File: src/rtl/raster_tbuf_writer_pkg.sv
// raster_tbuf_writer_pkg: tile header layout, header size and writer FSM states shared by the raster tile-buffer writer.
package raster_tbuf_writer_pkg;

    localparam int TILE_HEADER_SIZEW = 2;

    typedef enum logic [2:0] {
        ST_IDLE,
        ST_PIDS,
        ST_HDR0,
        ST_HDR1,
        ST_DRAIN
    } state_t;

    // word0 occupies the low 32 bits, word1 the high 32 bits
    typedef struct packed {
        logic [15:0] pids_count;
        logic [15:0] pids_offset;
        logic [15:0] pos_y;
        logic [15:0] pos_x;
    } tile_header_t;

    function automatic logic [31:0] hdr_word(input tile_header_t h, input logic sel);
        return sel ? {h.pids_count, h.pids_offset} : {h.pos_y, h.pos_x};
    endfunction

endpackage

File: src/rtl/raster_tbuf_writer_if.sv
// raster_tbuf_writer_if: binned beat stream plus memory write request/ack bus; master is the writer, slave the environment.
interface raster_tbuf_writer_if #(
    parameter int W_ADDR_BITS = 30,
    parameter int PID_BITS    = 16
);
    logic                   in_valid;
    logic [15:0]            in_tile_x;
    logic [15:0]            in_tile_y;
    logic [PID_BITS-1:0]    in_pid;
    logic                   in_tile_last;
    logic                   in_frame_last;
    logic                   in_ready;
    logic                   mem_req_valid;
    logic [W_ADDR_BITS-1:0] mem_req_addr;
    logic [31:0]            mem_req_data;
    logic                   mem_req_ready;
    logic                   mem_ack_valid;

    modport master (
        input  in_valid, in_tile_x, in_tile_y, in_pid, in_tile_last, in_frame_last,
        output in_ready,
        output mem_req_valid, mem_req_addr, mem_req_data,
        input  mem_req_ready, mem_ack_valid
    );

    modport slave (
        output in_valid, in_tile_x, in_tile_y, in_pid, in_tile_last, in_frame_last,
        input  in_ready,
        input  mem_req_valid, mem_req_addr, mem_req_data,
        output mem_req_ready, mem_ack_valid
    );
endinterface

File: src/rtl/raster_tbuf_wr_pending.sv
// raster_tbuf_wr_pending: saturating count of fired-but-unacked writes; full also counts a request still held for issue.
module raster_tbuf_wr_pending #(
    parameter int MAX_PENDING = 8
) (
    input  logic clk,
    input  logic reset,
    input  logic i_inc,
    input  logic i_dec,
    input  logic i_resv,
    output logic o_empty,
    output logic o_full
);
    localparam int CW = $clog2(MAX_PENDING + 1) + 1;

    logic [CW-1:0] r_count;

    // acks with nothing outstanding (e.g. stale acks after a reset) are dropped
    always_ff @(posedge clk or posedge reset) begin
        if (reset) r_count <= '0;
        else       r_count <= r_count + CW'(i_inc) - CW'(i_dec && (r_count != '0));
    end

    assign o_empty = (r_count == '0);
    assign o_full  = (r_count + CW'(i_resv)) >= CW'(MAX_PENDING);

endmodule

File: src/rtl/raster_tbuf_writer.sv
// raster_tbuf_writer: writes per-tile pid lists and 2-word tile headers; RASTER_TBUF_STATS_EN adds pid statistics outputs.
module raster_tbuf_writer
    import raster_tbuf_writer_pkg::*;
#(
    parameter int W_ADDR_BITS = 30,
    parameter int PID_BITS    = 16,
    parameter int TILE_BITS   = 16,
    parameter int MAX_PENDING = 8
) (
    input  logic                   clk,
    input  logic                   reset,
    input  logic [W_ADDR_BITS-1:0] i_cfg_tbuf_addr,
    input  logic [W_ADDR_BITS-1:0] i_cfg_pbuf_addr,
    input  logic                   i_start,
    raster_tbuf_writer_if.master   bus,
    output logic                   o_busy,
    output logic                   o_done,
    output logic [TILE_BITS-1:0]   o_tile_count,
    output logic                   o_error
`ifdef RASTER_TBUF_STATS_EN
    ,
    output logic [31:0]            o_stat_pid_total,
    output logic [15:0]            o_stat_max_pids
`endif
);
    state_t                 r_state, w_next;
    logic                   r_req_valid;
    logic [W_ADDR_BITS-1:0] r_req_addr;
    logic [31:0]            r_req_data;
    logic [W_ADDR_BITS-1:0] r_pid_ptr, r_first_addr;
    logic [15:0]            r_tile_x, r_tile_y, r_count;
    logic                   r_in_tile, r_frame_last, r_error;
    logic [TILE_BITS-1:0]   r_tile_count;
    logic                   w_fire, w_full, w_empty, w_slot, w_accept, w_issue, w_in_ready, w_done;
    logic [15:0]            w_count_next;
    logic                   w_count_ovf, w_offset_ovf;
    logic [W_ADDR_BITS-1:0] w_hdr_addr, w_offset;
    tile_header_t           w_hdr;

    assign w_fire       = r_req_valid && bus.mem_req_ready;
    assign w_slot       = (!r_req_valid || bus.mem_req_ready) && !w_full;
    assign w_accept     = bus.in_valid && w_in_ready;
    assign w_count_next = r_in_tile ? r_count + 16'd1 : 16'd1;
    assign w_count_ovf  = r_in_tile && (r_count == 16'hFFFF);
    assign w_hdr_addr   = i_cfg_tbuf_addr + W_ADDR_BITS'(r_tile_count) * W_ADDR_BITS'(TILE_HEADER_SIZEW);
    // the reader adds hdr+2 back, so the offset is relative to the word after the header
    assign w_offset     = r_first_addr - w_hdr_addr - W_ADDR_BITS'(TILE_HEADER_SIZEW);
    assign w_offset_ovf = |w_offset[W_ADDR_BITS-1:16];
    assign w_hdr        = '{pids_count: r_count, pids_offset: w_offset[15:0], pos_y: r_tile_y, pos_x: r_tile_x};

    raster_tbuf_wr_pending #(.MAX_PENDING(MAX_PENDING)) u_pending (
        .clk     (clk),
        .reset   (reset),
        .i_inc   (w_fire),
        .i_dec   (bus.mem_ack_valid),
        .i_resv  (r_req_valid),
        .o_empty (w_empty),
        .o_full  (w_full)
    );

    // FSM state register
    always_ff @(posedge clk or posedge reset) begin
        if (reset) r_state <= ST_IDLE;
        else       r_state <= w_next;
    end

    // FSM next state
    always_comb begin
        w_next = r_state;
        unique case (r_state)
            ST_IDLE:  w_next = i_start ? ST_PIDS : ST_IDLE;
            ST_PIDS:  w_next = (w_accept && bus.in_tile_last) ? ST_HDR0 : ST_PIDS;
            ST_HDR0:  w_next = w_issue ? ST_HDR1 : ST_HDR0;
            ST_HDR1:  w_next = w_issue ? (r_frame_last ? ST_DRAIN : ST_PIDS) : ST_HDR1;
            ST_DRAIN: w_next = w_done ? ST_IDLE : ST_DRAIN;
            default:  w_next = ST_IDLE;
        endcase
    end

    // FSM outputs: beat acceptance, header issue, completion
    always_comb begin
        w_in_ready = (r_state == ST_PIDS) && w_slot;
        w_issue    = ((r_state == ST_HDR0) || (r_state == ST_HDR1)) && w_slot;
        w_done     = (r_state == ST_DRAIN) && w_empty && !r_req_valid;
        o_busy     = (r_state != ST_IDLE);
    end

    // single-entry request register; fields hold while stalled
    always_ff @(posedge clk or posedge reset) begin
        if (reset) begin
            r_req_valid <= 1'b0;
            r_req_addr  <= '0;
            r_req_data  <= '0;
        end else if (w_accept) begin
            r_req_valid <= 1'b1;
            r_req_addr  <= r_pid_ptr;
            r_req_data  <= {{(32-PID_BITS){1'b0}}, bus.in_pid};
        end else if (w_issue) begin
            r_req_valid <= 1'b1;
            r_req_addr  <= (r_state == ST_HDR1) ? w_hdr_addr + W_ADDR_BITS'(1) : w_hdr_addr;
            r_req_data  <= hdr_word(w_hdr, r_state == ST_HDR1);
        end else if (w_fire) begin
            r_req_valid <= 1'b0;
        end
    end

    // per-tile capture, pid pointer, tile counter and sticky overflow flag
    always_ff @(posedge clk or posedge reset) begin
        if (reset) begin
            r_pid_ptr    <= '0;
            r_first_addr <= '0;
            r_tile_x     <= '0;
            r_tile_y     <= '0;
            r_count      <= '0;
            r_in_tile    <= 1'b0;
            r_frame_last <= 1'b0;
            r_error      <= 1'b0;
            r_tile_count <= '0;
        end else if ((r_state == ST_IDLE) && i_start) begin
            r_pid_ptr    <= i_cfg_pbuf_addr;
            r_in_tile    <= 1'b0;
            r_error      <= 1'b0;
            r_tile_count <= '0;
        end else begin
            if (w_accept) begin
                r_pid_ptr <= r_pid_ptr + W_ADDR_BITS'(1);
                r_count   <= w_count_next;
                r_in_tile <= !bus.in_tile_last;
                if (!r_in_tile) begin
                    r_first_addr <= r_pid_ptr;
                    r_tile_x     <= bus.in_tile_x;
                    r_tile_y     <= bus.in_tile_y;
                end
                if (bus.in_tile_last) r_frame_last <= bus.in_frame_last;
                if (w_count_ovf) r_error <= 1'b1;
            end
            if (w_issue && (r_state == ST_HDR1)) begin
                r_tile_count <= r_tile_count + TILE_BITS'(1);
                if (w_offset_ovf) r_error <= 1'b1;
            end
        end
    end

`ifdef RASTER_TBUF_STATS_EN
    logic [31:0] r_stat_total;
    logic [15:0] r_stat_max;

    // frame totals fold in each tile's count as its last beat is taken
    always_ff @(posedge clk or posedge reset) begin
        if (reset) begin
            r_stat_total <= '0;
            r_stat_max   <= '0;
        end else if ((r_state == ST_IDLE) && i_start) begin
            r_stat_total <= '0;
            r_stat_max   <= '0;
        end else if (w_accept && bus.in_tile_last) begin
            r_stat_total <= r_stat_total + 32'(w_count_next);
            if (w_count_next > r_stat_max) r_stat_max <= w_count_next;
        end
    end

    assign o_stat_pid_total = r_stat_total;
    assign o_stat_max_pids  = r_stat_max;
`endif

    assign bus.in_ready      = w_in_ready;
    assign bus.mem_req_valid = r_req_valid;
    assign bus.mem_req_addr  = r_req_addr;
    assign bus.mem_req_data  = r_req_data;
    assign o_done            = w_done;
    assign o_tile_count      = r_tile_count;
    assign o_error           = r_error;

endmodule
File: src/flat_wrapper.sv
// flat-port wrapper written by rule: the top's interface ports become plain ports
module raster_tbuf_writer_flat import raster_tbuf_writer_pkg::*;
#(
    parameter int W_ADDR_BITS = 30,
    parameter int PID_BITS    = 16,
    parameter int TILE_BITS   = 16,
    parameter int MAX_PENDING = 8
)
  (clk, reset, i_cfg_tbuf_addr, i_cfg_pbuf_addr, i_start, o_busy, o_done, o_tile_count, o_error, bus_in_valid, bus_in_tile_x, bus_in_tile_y, bus_in_pid, bus_in_tile_last, bus_in_frame_last, bus_in_ready, bus_mem_req_valid, bus_mem_req_addr, bus_mem_req_data, bus_mem_req_ready, bus_mem_ack_valid);
  raster_tbuf_writer_if #(.W_ADDR_BITS(W_ADDR_BITS), .PID_BITS(PID_BITS)) bus_i ();
  input  logic clk;
  input  logic reset;
  input  logic [W_ADDR_BITS-1:0] i_cfg_tbuf_addr;
  input  logic [W_ADDR_BITS-1:0] i_cfg_pbuf_addr;
  input  logic i_start;
  output logic o_busy;
  output logic o_done;
  output logic [TILE_BITS-1:0] o_tile_count;
  output logic o_error;
  input wire logic [$bits(bus_i.in_valid)-1:0] bus_in_valid;
  input wire logic [$bits(bus_i.in_tile_x)-1:0] bus_in_tile_x;
  input wire logic [$bits(bus_i.in_tile_y)-1:0] bus_in_tile_y;
  input wire logic [$bits(bus_i.in_pid)-1:0] bus_in_pid;
  input wire logic [$bits(bus_i.in_tile_last)-1:0] bus_in_tile_last;
  input wire logic [$bits(bus_i.in_frame_last)-1:0] bus_in_frame_last;
  output wire logic [$bits(bus_i.in_ready)-1:0] bus_in_ready;
  output wire logic [$bits(bus_i.mem_req_valid)-1:0] bus_mem_req_valid;
  output wire logic [$bits(bus_i.mem_req_addr)-1:0] bus_mem_req_addr;
  output wire logic [$bits(bus_i.mem_req_data)-1:0] bus_mem_req_data;
  input wire logic [$bits(bus_i.mem_req_ready)-1:0] bus_mem_req_ready;
  input wire logic [$bits(bus_i.mem_ack_valid)-1:0] bus_mem_ack_valid;
  assign bus_i.in_valid = bus_in_valid;
  assign bus_i.in_tile_x = bus_in_tile_x;
  assign bus_i.in_tile_y = bus_in_tile_y;
  assign bus_i.in_pid = bus_in_pid;
  assign bus_i.in_tile_last = bus_in_tile_last;
  assign bus_i.in_frame_last = bus_in_frame_last;
  assign bus_in_ready = bus_i.in_ready;
  assign bus_mem_req_valid = bus_i.mem_req_valid;
  assign bus_mem_req_addr = bus_i.mem_req_addr;
  assign bus_mem_req_data = bus_i.mem_req_data;
  assign bus_i.mem_req_ready = bus_mem_req_ready;
  assign bus_i.mem_ack_valid = bus_mem_ack_valid;
  raster_tbuf_writer #(.W_ADDR_BITS(W_ADDR_BITS), .PID_BITS(PID_BITS), .TILE_BITS(TILE_BITS), .MAX_PENDING(MAX_PENDING)) u_core (.clk(clk), .reset(reset), .i_cfg_tbuf_addr(i_cfg_tbuf_addr), .i_cfg_pbuf_addr(i_cfg_pbuf_addr), .i_start(i_start), .bus(bus_i), .o_busy(o_busy), .o_done(o_done), .o_tile_count(o_tile_count), .o_error(o_error));
endmodule
File: config.mk
export PLATFORM = sky130hd
export DESIGN_NAME = raster_tbuf_writer_flat
export DESIGN_NICKNAME = d
export VERILOG_FILES = /design/src/rtl/raster_tbuf_writer_pkg.sv /design/src/rtl/raster_tbuf_writer_if.sv /design/src/rtl/raster_tbuf_wr_pending.sv /design/src/rtl/raster_tbuf_writer.sv /design/src/flat_wrapper.sv
export SDC_FILE = /design/constraint.sdc
export NUM_CORES = 1
export LEC_CHECK = 0
export ABC_AREA = 1
export CORE_ASPECT_RATIO = 1.1
export CORE_MARGIN = 4
export CORE_UTILIZATION = 24
export CTS_CLUSTER_SIZE = 16
export DETAILED_ROUTE_END_ITERATION = 8
export SYNTH_ARGS = -nofsm -noshare
export SYNTH_HDL_FRONTEND = slang
export SYNTH_SLANG_ARGS = --single-unit
File: constraint.sdc
create_clock -name clk -period 14.9 [get_ports clk]
set_input_delay 1.49 -clock clk [delete_from_list [all_inputs] [get_ports clk]]
set_output_delay 1.49 -clock clk [all_outputs]
set_load 0.01 [all_outputs]
==> flow_metrics.env, run 1 <==
export IMPL_status="complete, no violations"
export IMPL_combPwrFrac_pct=56.5
export IMPL_root_buffer="clkbuf_16"
export IMPL_synth_adder_area_share_pct=7.83
export IMPL_drive_gt1_share_pct=5.95
export IMPL_cts_buffers=17
export IMPL_synth_seq_area_share_pct=33.8
export IMPL_std_cell_rows=94
export IMPL_cp_end_kind="register"
export IMPL_start_kind="input port"
export IMPL_nets=2547
export IMPL_setup_violations=0
export IMPL_hold_buffers=0
export IMPL_syn_cell_area_mm2=0.0147
export IMPL_critPathCapture="u_core.o_error"
export IMPL_synth_xor_area_share_pct=2.45
export IMPL_cts_sinks=198
export IMPL_fp_dieArea_mm2=0.0652
export IMPL_async_flop_share_pct=100
export IMPL_synth_edf_count=0
export IMPL_syn2layout_area_growth_pct=24.0
export IMPL_pwr_share_clk_pct=15.0
export IMPL_timing_rr_start="u_core.o_tile_count[0]"
export IMPL_seqPwrFrac_pct=28.5
export IMPL_postLayoutCellArea_mm2=0.0182
export IMPL_fin_crit_sh_pct=38.0
export IMPL_vias=14500
export IMPL_grt_pass1_vias=14300
export IMPL_drt_pass1_iter_count=5
export IMPL_cts_setup_buffers=0
export IMPL_synth_seq_cells=198
export IMPL_port_buffers=198
export IMPL_clk_latency_ns=0.49
export IMPL_drc=0
export IMPL_gr_total_overflow=0
export IMPL_antenna_left=0
export IMPL_netlist_instances=2161
export IMPL_power_density_mw_per_mm2=179
export IMPL_reg2reg_to="u_core.o_error"
export IMPL_p_sw_uw=1590
export IMPL_die_y_um=267
export IMPL_routed_wl_um=51600
export IMPL_peakVddDrop_uv=112
export IMPL_clock_skew_final_ns=0.0188
export IMPL_synthSimpleGateAreaFrac_pct=33.2
export IMPL_tns_ns=0
export IMPL_coreArea_mm2=0.0602
export IMPL_path_class="input port to register"
export IMPL_startpoint="i_cfg_tbuf_addr[1]"
export IMPL_grt_pass1_wl_um=81400
export IMPL_hold_path_class="register to register"
export IMPL_cts_tree="yes"
export IMPL_synth_flop_cell="dfrtp_1"
export IMPL_pin_count=199
export IMPL_wire_per_inst_um=16.3
export IMPL_r2r_setup_slack_ns=10.26
export IMPL_finalHoldViolCount=0
export IMPL_worstPathRequired_ns=15.27
export IMPL_p_total_uw=3250
export IMPL_tightest_slew_ns=0.993
export IMPL_place_hpwl_um=40700
export IMPL_rsz0062_at_grt="false"
export IMPL_h_tree_depth=4
export IMPL_synth_compound_area_share_pct=12.2
export IMPL_post_cts_resized=0
export IMPL_timing_fmax_mhz=176
export IMPL_netSwitchingFraction_pct=48.8
export IMPL_synth_top_family_by_area="simple AND/OR/NAND/NOR gates"
export IMPL_power_internal_uw=1670
export IMPL_die_w_um=244
export IMPL_grt_start_max_net_pins=100
export IMPL_arrival_ns=6.04
export IMPL_drv_cap=0
export IMPL_synth_area_mux_share_pct=0.0682
export IMPL_slew_headroom_pct=33.8
export IMPL_avgViaCountPerCell=4.58
export IMPL_clkTransAtPathRegs_ns=0.09
export IMPL_syn_area_per_cell_um2=6.79
export IMPL_cts_buffer_depth=2
export IMPL_drv_slew=0
export IMPL_gp_congestion=0.897
export IMPL_p_leak_uw=0.00867
export IMPL_hold_depth=2
export IMPL_track_usage_pct=15.9
export IMPL_start_util_pct=24.4
export IMPL_mostFrequentLayoutCells="nand2_1, inv_1, clkdlybuf4s50_1, dfrtp_1, nor2_1"
export IMPL_antenna_found_initial=9
export IMPL_cp_max_fo=5
export IMPL_syn_nets=2367
export IMPL_ys_warn_count=0
export IMPL_reg2regPathDepth=22
export IMPL_place_area_mm2=0.0176
export IMPL_drt_initial_drc_count=1033
export IMPL_min_period_ns=5.67
export IMPL_synthDistinctLibCells=52
export IMPL_final_common_cell="nand2_1"
-- power by group through the flow --
stage	clock network (uW)	registers [uW]	logic (uW)
2_1_floorplan	0	914	1160
3_3_place_gp	0	930	1830
3_5_place_dp	0	932	1830
4_1_cts	503	926	1850
5_1_grt	520	955	2080
6_report	488	928	1840
-- metrics by stage --
| stage | utilization (%) | setup WS, ns | hold slack (ns) | std cells |
|---|---|---|---|---|
| final | 30.2 | 9.23 | 0.469 | 3174 |
| after global routing | 30.2 | 8.91 | 0.492 | 3170 |
| after CTS | 30.2 | 9.40 | 0.474 | 3170 |
| after detailed placement | 29.2 | 8.88 | 0.453 | 3138 |
| after global placement | 29.2 | 8.83 | 0.449 | 3138 |
| after floorplan | - | 8.01 | 0.437 | 2161 |
-- area by class of cell --
| cell class | count | area [um2] |
|---|---|---|
| well taps | 816 | 1020 |
| clock inverters | 15 | 184 |
| diodes | 4 | 10.0 |
| fillers | 6684 | 42000 |
| clock buffers | 17 | 425 |
| repair buffers | 211 | 2080 |
| flip-flops and latches | 198 | 4950 |
| multi-input cells | 1561 | 8190 |
| inverters | 352 | 1330 |
-- worst max-delay path: stages --
cell,delay (ns)
clkdlybuf4s50_1,0.50
ha_1,0.23
inv_1,0.07
fa_1,0.58
inv_1,0.14
ha_1,0.34
fa_1,0.47
inv_1,0.10
nand2_1,0.06
o21ai_0,0.65
nand2_1,0.10
nand2_1,0.14
inv_1,0.06
o21ai_0,0.41
nand3_1,0.13
nand3_1,0.13
inv_1,0.05
nand2_1,0.06
nand2_1,0.05
nor2_1,0.09
nand2_1,0.07
nand2_1,0.06
nand2_1,0.05
-- cells in the mapped netlist, types with 15 or more instances --
cell type,number,area share [%]
inv_1,336,8.6
nand3_1,125,4.3
xor2_1,33,2.0
nor2_1,171,4.4
nand2_2,29,1.2
clkbuf_1,30,0.77
o211ai_1,20,1.0
inv_2,15,0.38
nand2_1,644,16
a21oi_1,100,3.4
o21ai_0,139,4.7
nor3_1,35,1.2
dfrtp_1,198,34
ha_1,87,7.4
nand4_1,37,1.6
-- worst min-delay path by stage --
stage / startpoint / to / slack [ns]
after floorplan: u_core.r_tile_x[0] / u_core.r_tile_x[0] / 0.44
after global routing: u_core.r_tile_x[11] / u_core.r_tile_x[11] / 0.49
after detailed placement: u_core.r_tile_y[10] / u_core.r_tile_y[10] / 0.45
after CTS: u_core.r_tile_y[4] / u_core.r_tile_y[4] / 0.47
after global placement: u_core.r_tile_y[10] / u_core.r_tile_y[10] / 0.45
final: u_core.r_tile_y[10] / u_core.r_tile_y[10] / 0.47
-- flip-flops by register name, indices dropped and copies added (netlist names) --
register,cells
u_core.r_frame_last,1
u_core.bus.mem_req_addr,30
u_core.r_tile_y,16
u_core.bus.mem_req_data,32
u_core.bus.mem_req_valid,1
u_core.r_count,16
u_core.r_state,3
u_core.r_in_tile,1
u_core.r_tile_x,16
u_core.o_tile_count,16
u_core.u_pending.r_count,5
u_core.r_pid_ptr,30
u_core.r_first_addr,30
u_core.o_error,1
-- layer usage --
layer	up-vias	wire length (um)	GRT usage (%)
met3	50	3740	4.38
met4	8	848	3.78
met2	391	23400	26.0
met5	-	49	0
li1	7303	-	-
met1	6790	23600	21.0
-- logic make-up (layout without fill, tap and decap cells) --
group	Yosys count	count (layout)
xor+xnor	41	41
compound gates	318	318
simple gates	1111	1111
mux	1	1
fa+ha+maj	90	90
other cells	0	4
flops	198	198
buf+inv	402	595
(Power assumes the default switching activity.)
==> run 2: changes to the inputs <==
Clock period 14.9 ns to 4.6 ns, I/O delays scaled along.
==> flow_metrics.env, run 2 (synthesized netlist as in run 1, its figures left out) <==
export IMPL_reg2reg_to="u_core.o_error"
export IMPL_min_period_ns=4.18
export IMPL_track_usage_pct=16.1
export IMPL_grt_pass1_wl_um=82400
export IMPL_antenna_left=0
export IMPL_hold_path_class="input port to async pin"
export IMPL_hold_ws_ns=0.432
export IMPL_drt_pass1_iter_count=5
export IMPL_cts_tree="yes"
export IMPL_cp_slowest_cell="clkdlybuf4s50_1"
export IMPL_pre_cts_ws_ns=-0.0662
export IMPL_place_area_mm2=0.0187
export IMPL_syn2layout_area_growth_pct=31.9
export IMPL_start_kind="input port"
export IMPL_crit_top_cell="nand2_1"
export IMPL_drt_initial_drc_count=1066
export IMPL_r2r_setup_slack_ns=0.45
export IMPL_timing_fmax_mhz=239
export IMPL_fin_crit_sh_pct=91.0
export IMPL_clk_latency_ns=0.50
export IMPL_arrival_ns=4.55
export IMPL_slew_headroom_pct=32.6
export IMPL_drv_slew=0
export IMPL_wire_per_inst_um=15.7
export IMPL_fp_dieArea_mm2=0.0652
export IMPL_rsz0062_at_grt="false"
export IMPL_clock_skew_final_ns=0.0161
export IMPL_clkTransAtPathRegs_ns=0.08
export IMPL_cts_sinks=198
export IMPL_root_buffer="clkbuf_16"
export IMPL_gr_total_overflow=0
export IMPL_status="complete, no violations"
export IMPL_timing_rr_start="u_core.o_tile_count[0]"
export IMPL_std_cell_rows=94
export IMPL_final_common_cell="nand2_1"
export IMPL_power_density_mw_per_mm2=592
export IMPL_die_y_um=267
export IMPL_drive_gt1_share_pct=11.9
export IMPL_die_w_um=244
export IMPL_gp_congestion=0.936
export IMPL_antenna_found_initial=9
export IMPL_drv_cap=0
export IMPL_nets=2698
export IMPL_port_buffers=198
export IMPL_max_stage_delay_ns=0.50
export IMPL_cts_buffer_depth=2
export IMPL_coreArea_mm2=0.0602
export IMPL_start_util_pct=24.4
export IMPL_postLayoutCellArea_mm2=0.0193
export IMPL_worstPathRequired_ns=4.97
export IMPL_grt_start_max_net_pins=99
export IMPL_cp_end_kind="register"
export IMPL_largest_reg_flops=32
export IMPL_drc=0
export IMPL_place_hpwl_um=41400
export IMPL_routed_wl_um=52300
export IMPL_cp_max_fo=5
export IMPL_mostFrequentLayoutCells="nand2_1, inv_1, clkdlybuf4s50_1"
export IMPL_path_class="input port to register"
export IMPL_h_tree_depth=4
export IMPL_finalHoldViolCount=0
export IMPL_vias=15000
export IMPL_startpoint="i_cfg_tbuf_addr[1]"
export IMPL_avgViaCountPerCell=4.52
export IMPL_cts_buffers=17
export IMPL_tightest_slew_ns=1.01
export IMPL_pin_count=199
export IMPL_peakVddDrop_uv=400
export IMPL_tns_ns=0
export IMPL_cts_setup_buffers=0
export IMPL_setup_violations=0
export IMPL_reg2regPathDepth=30
export IMPL_fin_ws_ns=0.416
export IMPL_p_leak_uw=0.00939
export IMPL_grt_pass1_vias=14600
[run 2: changes by cell type in the layout (fill, tap and decap cells not counted), sizes merged]
cell,delta
diode,+1
buf,+151
inv,+2
clkinv,-3
clkinvlp,+1
[run 2: repair_timing]
action                     CTS  global route
hold buffers                 0             0
setup endpoints to repair    0             2
resized for setup            0             6
[run 2: worst max path at each step]
stage                     slack, ns                          end
after global placement        -0.08  u_core.bus.mem_req_data[14]
after floorplan                0.82               u_core.o_error
after global routing           0.01               u_core.o_error
final                          0.42               u_core.o_error
after detailed placement      -0.07               u_core.o_error
after CTS                      0.42               u_core.o_error
[run 2: cell type report]
type                            instances  area (um2)
Multi-Input combinational cell       1561        8210
Timing Repair Buffer                  362        3240
Antenna cell                            5        12.5
Fill cell                            6601       40900
Clock inverter                         15         159
Tap cell                              816        1020
Clock buffer                           17         425
Inverter                              352        1330
Sequential cell                       198        4960
[run 2: metal layers]
layer	routed length (um)	share of wire, %	global-route usage, %	vias up
met5	46	0.088	0	-
li1	-	-	-	7612
met3	3910	7.5	4.48	43
met1	24100	46	21.3	6941
met4	637	1.2	3.54	6
met2	23600	45	26.2	418
[run 2: report_power, final]
group | internal [uW] | switching (uW) | total [uW]
logic | 2950 | 3930 | 6880
clock network | 727 | 847 | 1570
registers | 2450 | 544 | 3000
[run 2: metrics by stage]
step / power (uW) / utilization (%) / std cells
after floorplan: 6730 / - / 2161
after global placement: 9880 / 31.1 / 3289
after detailed placement: 9860 / 31.1 / 3289
after CTS: 11500 / 32.1 / 3321
after global routing: 12500 / 32.1 / 3321
final: 11400 / 32.1 / 3326
[run 2: critical path: cells and delay by family]
kind	cells	cell delay, ns
adder cells (fa/ha/maj)	4	1.11
buffers and inverters	7	0.98
AND/OR/NAND/NOR	20	2.03
